## src/rtl/sram_arb_pkg.sv

```systemverilog
// Shared definitions for the two-requester SRAM port arbiter.
//   NUM_REQ         number of requesters sharing the controller port
//   DEF_*_WIDTH     default address/data widths for the arbiter
//   arb_state_e     arbiter FSM states
package sram_arb_pkg;

   localparam int NUM_REQ        = 2;
   localparam int DEF_ADDR_WIDTH = 8;
   localparam int DEF_DATA_WIDTH = 16;

   typedef enum logic [1:0] {
      ST_IDLE,
      ST_ISSUE,
      ST_WAIT,
      ST_RESP
   } arb_state_e;

endpackage

```

## src/rtl/sram_rr_pick.sv

```systemverilog
// Two-way round-robin pick.
//   req     request vector, bit i = requester i
//   last    index of the requester granted last
//   any     at least one request present
//   winner  selected requester (meaningful only when any = 1)
module sram_rr_pick
   import sram_arb_pkg::*;
(
   input  logic [NUM_REQ-1:0] req,
   input  logic               last,
   output logic               any,
   output logic               winner
);

   always_comb begin
      any    = |req;
      winner = 1'b0;
      if (req == 2'b11)
         winner = ~last;      // tie: the one not served last time
      else if (req[1])
         winner = 1'b1;       // lone request wins outright
   end

endmodule

```

## src/rtl/sram_port_arbiter.sv

```systemverilog
// Arbitrates two requesters onto a single SRAM controller CPU port.
//   clk, reset        clock, synchronous active-low reset
//   m_req/m_rw/...    per-requester request, direction (1=read), address, write data
//   m_rdata           shared read data, valid with m_done
//   m_done/m_err      one-cycle completion pulse and timeout flag to the granted requester
//   ctl_*             latched request to the controller; ctl_ready/ctl_rdata come back
//   busy, grant_id    arbiter activity and requester currently serviced
// All outputs are registered; the comb process computes next values for every register.
module sram_port_arbiter
   import sram_arb_pkg::*;
#(
   parameter int ADDR_WIDTH     = DEF_ADDR_WIDTH,
   parameter int DATA_WIDTH     = DEF_DATA_WIDTH,
   parameter int TIMEOUT_CYCLES = 64
) (
   input  logic                          clk,
   input  logic                          reset,
   input  logic [NUM_REQ-1:0]            m_req,
   input  logic [NUM_REQ-1:0]            m_rw,
   input  logic [NUM_REQ*ADDR_WIDTH-1:0] m_addr,
   input  logic [NUM_REQ*DATA_WIDTH-1:0] m_wdata,
   output logic [DATA_WIDTH-1:0]         m_rdata,
   output logic [NUM_REQ-1:0]            m_done,
   output logic [NUM_REQ-1:0]            m_err,
   output logic                          ctl_req,
   output logic                          ctl_rw,
   output logic [ADDR_WIDTH-1:0]         ctl_addr,
   output logic [DATA_WIDTH-1:0]         ctl_wdata,
   input  logic [DATA_WIDTH-1:0]         ctl_rdata,
   input  logic                          ctl_ready,
   output logic                          busy,
   output logic                          grant_id
);

   localparam int              CNT_W    = $clog2(TIMEOUT_CYCLES);
   localparam logic [CNT_W-1:0] CNT_LAST = CNT_W'(TIMEOUT_CYCLES - 1);

   arb_state_e             state, state_n;
   logic [CNT_W-1:0]       cnt, cnt_n;
   logic                   last, last_n;
   logic                   pick_any, pick_winner;

   logic                   ctl_req_n, ctl_rw_n, busy_n, grant_n;
   logic [ADDR_WIDTH-1:0]  ctl_addr_n;
   logic [DATA_WIDTH-1:0]  ctl_wdata_n, m_rdata_n;
   logic [NUM_REQ-1:0]     m_done_n, m_err_n;

   sram_rr_pick u_pick (
      .req    (m_req),
      .last   (last),
      .any    (pick_any),
      .winner (pick_winner)
   );

   always_comb begin
      state_n     = state;
      cnt_n       = cnt;
      last_n      = last;
      ctl_req_n   = ctl_req;
      ctl_rw_n    = ctl_rw;
      ctl_addr_n  = ctl_addr;
      ctl_wdata_n = ctl_wdata;
      m_rdata_n   = m_rdata;
      grant_n     = grant_id;
      m_done_n    = '0;
      m_err_n     = '0;

      case (state)
         ST_IDLE: begin
            if (pick_any) begin
               state_n     = ST_ISSUE;
               grant_n     = pick_winner;
               last_n      = pick_winner;
               ctl_req_n   = 1'b1;
               ctl_rw_n    = m_rw[pick_winner];
               ctl_addr_n  = pick_winner ? m_addr[2*ADDR_WIDTH-1:ADDR_WIDTH]
                                         : m_addr[ADDR_WIDTH-1:0];
               ctl_wdata_n = pick_winner ? m_wdata[2*DATA_WIDTH-1:DATA_WIDTH]
                                         : m_wdata[DATA_WIDTH-1:0];
            end
         end
         ST_ISSUE: begin
            state_n = ST_WAIT;
            cnt_n   = '0;
         end
         ST_WAIT: begin
            // ready is checked first so a same-cycle timeout still completes normally
            if (ctl_ready) begin
               state_n            = ST_RESP;
               ctl_req_n          = 1'b0;
               m_done_n[grant_id] = 1'b1;
               if (ctl_rw)
                  m_rdata_n = ctl_rdata;
            end else if (cnt == CNT_LAST) begin
               state_n            = ST_RESP;
               ctl_req_n          = 1'b0;
               m_rdata_n          = '0;
               m_done_n[grant_id] = 1'b1;
               m_err_n[grant_id]  = 1'b1;
            end else begin
               cnt_n = cnt + 1'b1;
            end
         end
         ST_RESP: begin
            state_n = ST_IDLE;
         end
         default: state_n = ST_IDLE;
      endcase

      busy_n = (state_n != ST_IDLE);
   end

   always_ff @(posedge clk) begin
      if (!reset) begin
         state     <= ST_IDLE;
         cnt       <= '0;
         last      <= 1'b1;
         ctl_req   <= 1'b0;
         ctl_rw    <= 1'b0;
         ctl_addr  <= '0;
         ctl_wdata <= '0;
         m_rdata   <= '0;
         m_done    <= '0;
         m_err     <= '0;
         busy      <= 1'b0;
         grant_id  <= 1'b0;
      end else begin
         state     <= state_n;
         cnt       <= cnt_n;
         last      <= last_n;
         ctl_req   <= ctl_req_n;
         ctl_rw    <= ctl_rw_n;
         ctl_addr  <= ctl_addr_n;
         ctl_wdata <= ctl_wdata_n;
         m_rdata   <= m_rdata_n;
         m_done    <= m_done_n;
         m_err     <= m_err_n;
         busy      <= busy_n;
         grant_id  <= grant_n;
      end
   end

endmodule
```

## config.mk

```make
export PLATFORM = sky130hd
export DESIGN_NAME = sram_port_arbiter
export DESIGN_NICKNAME = d
export VERILOG_FILES = /design/src/rtl/sram_arb_pkg.sv /design/src/rtl/sram_rr_pick.sv /design/src/rtl/sram_port_arbiter.sv
export SDC_FILE = /design/constraint.sdc
export NUM_CORES = 1
export LEC_CHECK = 0
export ABC_AREA = 1
export BUFFER_PORTS_ARGS = -buffer_cell sky130_fd_sc_hd__buf_2
export CAP_MARGIN = 20
export CORE_MARGIN = 10
export CORE_UTILIZATION = 49
export CTS_CLUSTER_SIZE = 25
export DETAILED_ROUTE_END_ITERATION = 6
export PLACE_DENSITY = 0.84
export SLEW_MARGIN = 20
export SYNTH_ARGS = -nofsm -noshare
export SYNTH_HDL_FRONTEND = slang
export SYNTH_SLANG_ARGS = --single-unit
```

## constraint.sdc

```tcl
create_clock -name clk -period 2 [get_ports clk]
set_input_delay 0.5 -clock clk [delete_from_list [all_inputs] [get_ports clk]]
set_output_delay 0.5 -clock clk [all_outputs]
set_load 0.005 [all_outputs]
```

==> qor.yml, run 1 <==
dieArea_um2: 8198
multiInputGateArea_um2: 1134
areaGrowthSynthToFinish_pct: 33.50
drv_cap: 0
numPortBuffers: 118
numCtsBuffers: 9
syn_inst: 337
grt_overflow: 0
die_w_um: 90.55
yosys-top-cells-count: "nand2_1, dfxtp_1, nor2_1"
row_count: 25
grt_first_pass_wirelength_um: 11420
routed_via_density: 4.895
synth_top_area_share_pct: 46.79
cp-start-kind: "flip-flop"
clk_pin_slew_ps: 70
wire_per_inst_um: 12.96
skew_ps: 10.58
clock_latency_ps: 330
timing.fmax_mhz: 581.0
antenna_found_initial: 0
die_y_um: 90.55
setup-violations-final: 0
cts_setup_buffers: 0
cellPowerDensity_nw_per_um2: 892.4
synth-main-ff-cell: "dfxtp_1"
avgSynthCellArea_um2: 7.236
stdcell_area_um2: 3256
yosys.area.top_type: "dfxtp_1"
grt_pass1_vias: 2470
p_leak_uw: 0.001584
antenna_cells: 0
crit_type: "reg2reg"
status: "complete, no violations"
synth_area_um2: 2439
synth_edf_count: 0
io_pins: 119
seqCellArea_um2: 1141
synth.most_common_cell: "nand2_1"
final_nets: 522
hold_buffers: 0
drc: 0
hold_class: "in2reg"
grt_util_all_layers_pct: 16.67
place_area_um2: 3048
drt-total-wl_um: 6766
vdd_ir_drop_max_uv: 499.2
cts_buffer_depth: 2
cp.arrival_ps: 1950
cts.htree.levels: 3
total_power_uw: 2905
finalCritPeriodShare_pct: 86.05
core_um2: 4786
relSlewSlack_pct: 66.29
dp_hpwl_um: 5106
fin_util_pct: 68.03
cts_root_buf: "clkbuf_8"
gp_congestion: 0.8053
rsz0062_at_grt: "no"
critPathCaptureType: "flip-flop"
drt_iter0_markers: 89
initial_core_util_pct: 50.95
ys.warnings.count: 0
ant_nets: 0
hold_viol: 0
worstPathRequired_ps: 2230
cts_resized: 0
synth_area_leaders: "dfxtp_1, nand2_1, a31oi_1"
num_vias: 2555
async_flop_share_pct: 0
fill_cells: 414
clkSinkCount: 57
drt_pre_antenna_iters: 5
syn_nets: 409
critPathMaxFanout: 32
yosys.cell_types.count: 25
worst_pin_slew_ps: 503.8
synth-seq-area-share_pct: 46.79
stdcell_count: 522
synth-seq-cells: 57
drive_gt1_share_pct: 32.53
grt_max_degree: 51
placed_cells: 506
fin_crit_ps: 1721
cts_tree: "done"
tns_ps: 0
drv_slew: 0
final timing paths:
path / cells past startpoint / slack, ps / to / startpoint
max: 8 / 280 / m_rdata[3]$_SDFFE_PN0P_ / cnt[0]$_SDFFE_PN0P_
min: 3 / 420 / ctl_wdata[3]$_SDFFE_PN0P_ / m_wdata[3]
max reg2reg: 8 / 280 / m_rdata[3]$_SDFFE_PN0P_ / cnt[0]$_SDFFE_PN0P_
min reg2reg: 2 / 460 / ctl_req$_SDFFE_PN0P_ / ctl_req$_SDFFE_PN0P_
logic make-up (layout without fill, tap and decap cells):
family | count (synthesis) | count (layout) | share of synthesized area, %
AO/OA/AOI/OAI | 79 | 79 | 17.70
buffers and inverters | 33 | 151 | 6.722
AND/OR/NAND/NOR | 167 | 167 | 28.27
adder cells (fa/ha/maj) | 1 | 1 | 0.5130
flip-flops | 57 | 57 | 46.79
placed cells by master (no fill, tap or decap), types with 7 or more instances in the layout:
master and instances:
buf_2 118, clkbuf_8 12, nand3_1 22, inv_1 7
nand2_1 106, nor2_1 30, a21oi_1 25, a31oi_1 26
o21ai_0 26, dfxtp_1 57
metrics by stage:
step                setup WS [ps]  hold slack [ps]
finish                      278.9            422.3
global route                101.5            416.4
CTS                         269.9            412.3
detailed placement          268.1            453.8
global placement            321.5            451.1
floorplan                   632.3            428.7
critical path: stages (launching register included):
cell     delay, ps
dfxtp_1        390
ha_1           230
nand3_2        120
nor2_4         140
nand2_1         80
nand2_2        390
nand3_1        140
nand2_1        100
nor2_1          40
report_power, final:
group / internal, uW / switching, uW
Sequential: 1240 / 51.5
Combinational: 217 / 294
Clock: 676 / 430
flip-flops by register name, summed over array words and instances (netlist names), 2 cells and up:
register and count:
ctl_wdata 16, m_rdata 16, m_err 2, ctl_addr 8, cnt 6, m_done 2, state 2
final cells by class:
| cell class | count | share of cell area [%] |
|---|---|---|
| timing repair buffer | 124 | 19.91 |
| inverter | 11 | 1.268 |
| clock inverter | 2 | 1.076 |
| tap | 67 | 2.575 |
| multi-input combinational | 247 | 34.82 |
| sequential | 57 | 35.05 |
| clock buffer | 14 | 5.304 |
metal layers:
metal,share of wire [%],vias to the layer above,track usage [%]
met3,14,9,10.89
met2,43,111,23.68
met4,1.5,0,7.825
met1,41,1089,18.88
li1,-,1346,-
met5,0,-,0
No activity file was read; power rests on OpenSTA's default activity.
==> inputs of run 2 (changes only) <==
--- a/config.mk
+++ b/config.mk
@@ -12,6 +12,7 @@
 export CORE_UTILIZATION = 49
 export CTS_CLUSTER_SIZE = 25
 export DETAILED_ROUTE_END_ITERATION = 6
+export MAX_ROUTING_LAYER = met4
 export PLACE_DENSITY = 0.84
 export SLEW_MARGIN = 20
 export SYNTH_ARGS = -nofsm -noshare
==> constraint.sdc (replaced) <==
create_clock -name clk -period 2 [get_ports clk]
set_input_delay 0.4 -clock clk [delete_from_list [all_inputs] [get_ports clk]]
set_output_delay 0.4 -clock clk [all_outputs]
set_load 0.005 [all_outputs]
==> qor.yml, run 2 (synthesis results as in run 1) <==
hold_buffers: 0  # unchanged
grt_pass1_vias: 2525  # was 2,470
areaGrowthSynthToFinish_pct: 32.38  # was 33.50%
grt_max_degree: 52  # was 51
met1_usage_pct: 18.78  # was 18.88%
finalCritPeriodShare_pct: 86.81  # was 86.05%
initial_core_util_pct: 50.95  # unchanged
cp.arrival_ps: 1950  # about the same
routed_via_density: 4.992  # was 4.895
wire_per_inst_um: 13.02  # was 12.96 um
placed_cells: 506  # unchanged
vdd_ir_drop_max_uv: 618.6  # was 499.2 uV
antenna_cells: 0  # unchanged
num_vias: 2601  # was 2,555
final_cell_mix: "buf_2, nand2_1, dfxtp_1"  # unchanged
drt-total-wl_um: 6781  # was 6766 um
hold_class: "in2reg"  # unchanged
status: "complete, no violations"  # unchanged
holdWs_ps: 330.9  # was 422.3 ps
gp_congestion: 0.8455  # was 0.8053
skew_ps: 8.153  # was 10.58 ps
cp-start-kind: "flip-flop"  # unchanged
rsz0062_at_grt: "no"  # unchanged
drv_cap: 0  # unchanged
die_y_um: 90.55  # unchanged
crit_type: "reg2reg"  # unchanged
io_pins: 119  # unchanged
relSlewSlack_pct: 65.51  # was 66.29%
grt_first_pass_wirelength_um: 11180  # was 11,420 um
cts_tree: "done"  # unchanged
cts.htree.levels: 3  # unchanged
setup-violations-final: 0  # unchanged
clkSinkCount: 57  # unchanged
drt_iter0_markers: 114  # was 89
dieArea_um2: 8198  # unchanged
grt_util_all_layers_pct: 16.60  # was 16.67%
numCtsBuffers: 9  # unchanged
cts_root_buf: "clkbuf_8"  # unchanged
reg.largest.list: "ctl_wdata (16), m_rdata (16), ctl_addr (8)"  # unchanged
tns_ps: 0  # unchanged
worst_pin_slew_ps: 515.6  # was 503.8 ps
cts_setup_buffers: 0  # unchanged
critPathCaptureType: "flip-flop"  # unchanged
pre_cts_slack_ps: 276.1  # was 268.1 ps
critPathMaxFanout: 32  # unchanged
grtUsageMet3_pct: 7.897  # was 10.89%
busiest_layer: "met2"  # unchanged
fill_cells: 422  # was 414
drv_slew: 0  # unchanged
die_w_um: 90.55  # unchanged
antenna_found_initial: 0  # unchanged
stdcell_count: 521  # was 522
cellPowerDensity_nw_per_um2: 852.8  # was 892.4 nW/um2
timing.fmax_mhz: 576.0  # was 581.0 MHz
drt_pre_antenna_iters: 4  # was 5
cts_buffer_depth: 2  # unchanged
worstPathRequired_ps: 2220  # was 2230 ps
cts_resized: 0  # unchanged
clk_pin_slew_ps: 70  # about the same
row_count: 25  # unchanged
setup_slack_ps: 263.9  # was 278.9 ps
drive_gt1_share_pct: 32.82  # was 32.53%
dp_hpwl_um: 5072  # was 5106 um
clock_latency_ps: 320  # was 330 ps
p_leak_uw: 0.001576  # was 0.001584 uW
final_nets: 522  # unchanged
hold_viol: 0  # unchanged
numPortBuffers: 118  # unchanged
grt_overflow: 0  # unchanged
core_um2: 4786  # unchanged
fin_crit_ps: 1736  # was 1721 ps
ant_nets: 0  # unchanged
drc: 0  # unchanged
gr-usage-met2_pct: 24.46  # was 23.68%
layout_commonest_cell: "buf_2"  # unchanged
==> run 2: cell types whose count changed in the layout (fill, tap and decap cells not counted) <==
cell,change
bufinv_16,-1
clkbuf_1,-2
clkinv_2,+2
==> run 2: worst paths after layout <==
| kind | cells past startpoint | endpoint | from | slack [ps] |
|---|---|---|---|---|
| worst min register to register | 2 | ctl_req$_SDFFE_PN0P_ | ctl_req$_SDFFE_PN0P_ | 470 |
| worst max-delay path | 8 | m_rdata[5]$_SDFFE_PN0P_ | cnt[0]$_SDFFE_PN0P_ | 260 |
| worst max register to register | 8 | m_rdata[5]$_SDFFE_PN0P_ | cnt[0]$_SDFFE_PN0P_ | 260 |
| worst min-delay path | 3 | ctl_wdata[10]$_SDFFE_PN0P_ | m_wdata[10] | 330 |
==> run 2: layout make-up <==
cell class | instances | area, um2 | share of cell area, %
clock inverters | 3 | 15.01 | 0.4651
repair buffers | 124 | 648.1 | 20.08
multi-input cells | 247 | 1134 | 35.12
inverters | 11 | 41.29 | 1.279
flip-flops and latches | 57 | 1141 | 35.35
well taps | 67 | 83.83 | 2.597
clock buffers | 12 | 165.2 | 5.116
==> run 2: metrics by stage <==
step	utilization (%)	total power [uW]	instance area, um2
2_1_floorplan	-	1607	2439
3_3_place_gp	63.69	1816	3048
3_5_place_dp	63.69	1824	3048
4_1_cts	67.45	2787	3228
5_1_grt	67.45	2924	3228
6_report	67.45	2753	3228
==> run 2: critical path, stage by stage, from the launching register on <==
cell     delay (ps)
dfxtp_1         380
ha_1            220
nand3_2         120
nor2_4          140
nand2_1          80
nand2_2         390
nand3_1         150
nand2_1          90
nor2_1           40
==> run 2: where the power goes <==
group	switching [uW]	total (uW)	internal, uW
logic	292	509	217
clock network	420	957	537
registers	50.2	1290	1240
total	763	2750	1990
==> run 2: metal layers <==
| metal | vias up | routed length (um) | part of all wire, % |
|---|---|---|---|
| met3 | 6 | 728 | 11 |
| met4 | 0 | 62 | 0.91 |
| met2 | 100 | 3013 | 44 |
| met1 | 1147 | 2977 | 44 |
| met5 | - | 0 | 0 |
| li1 | 1348 | - | - |
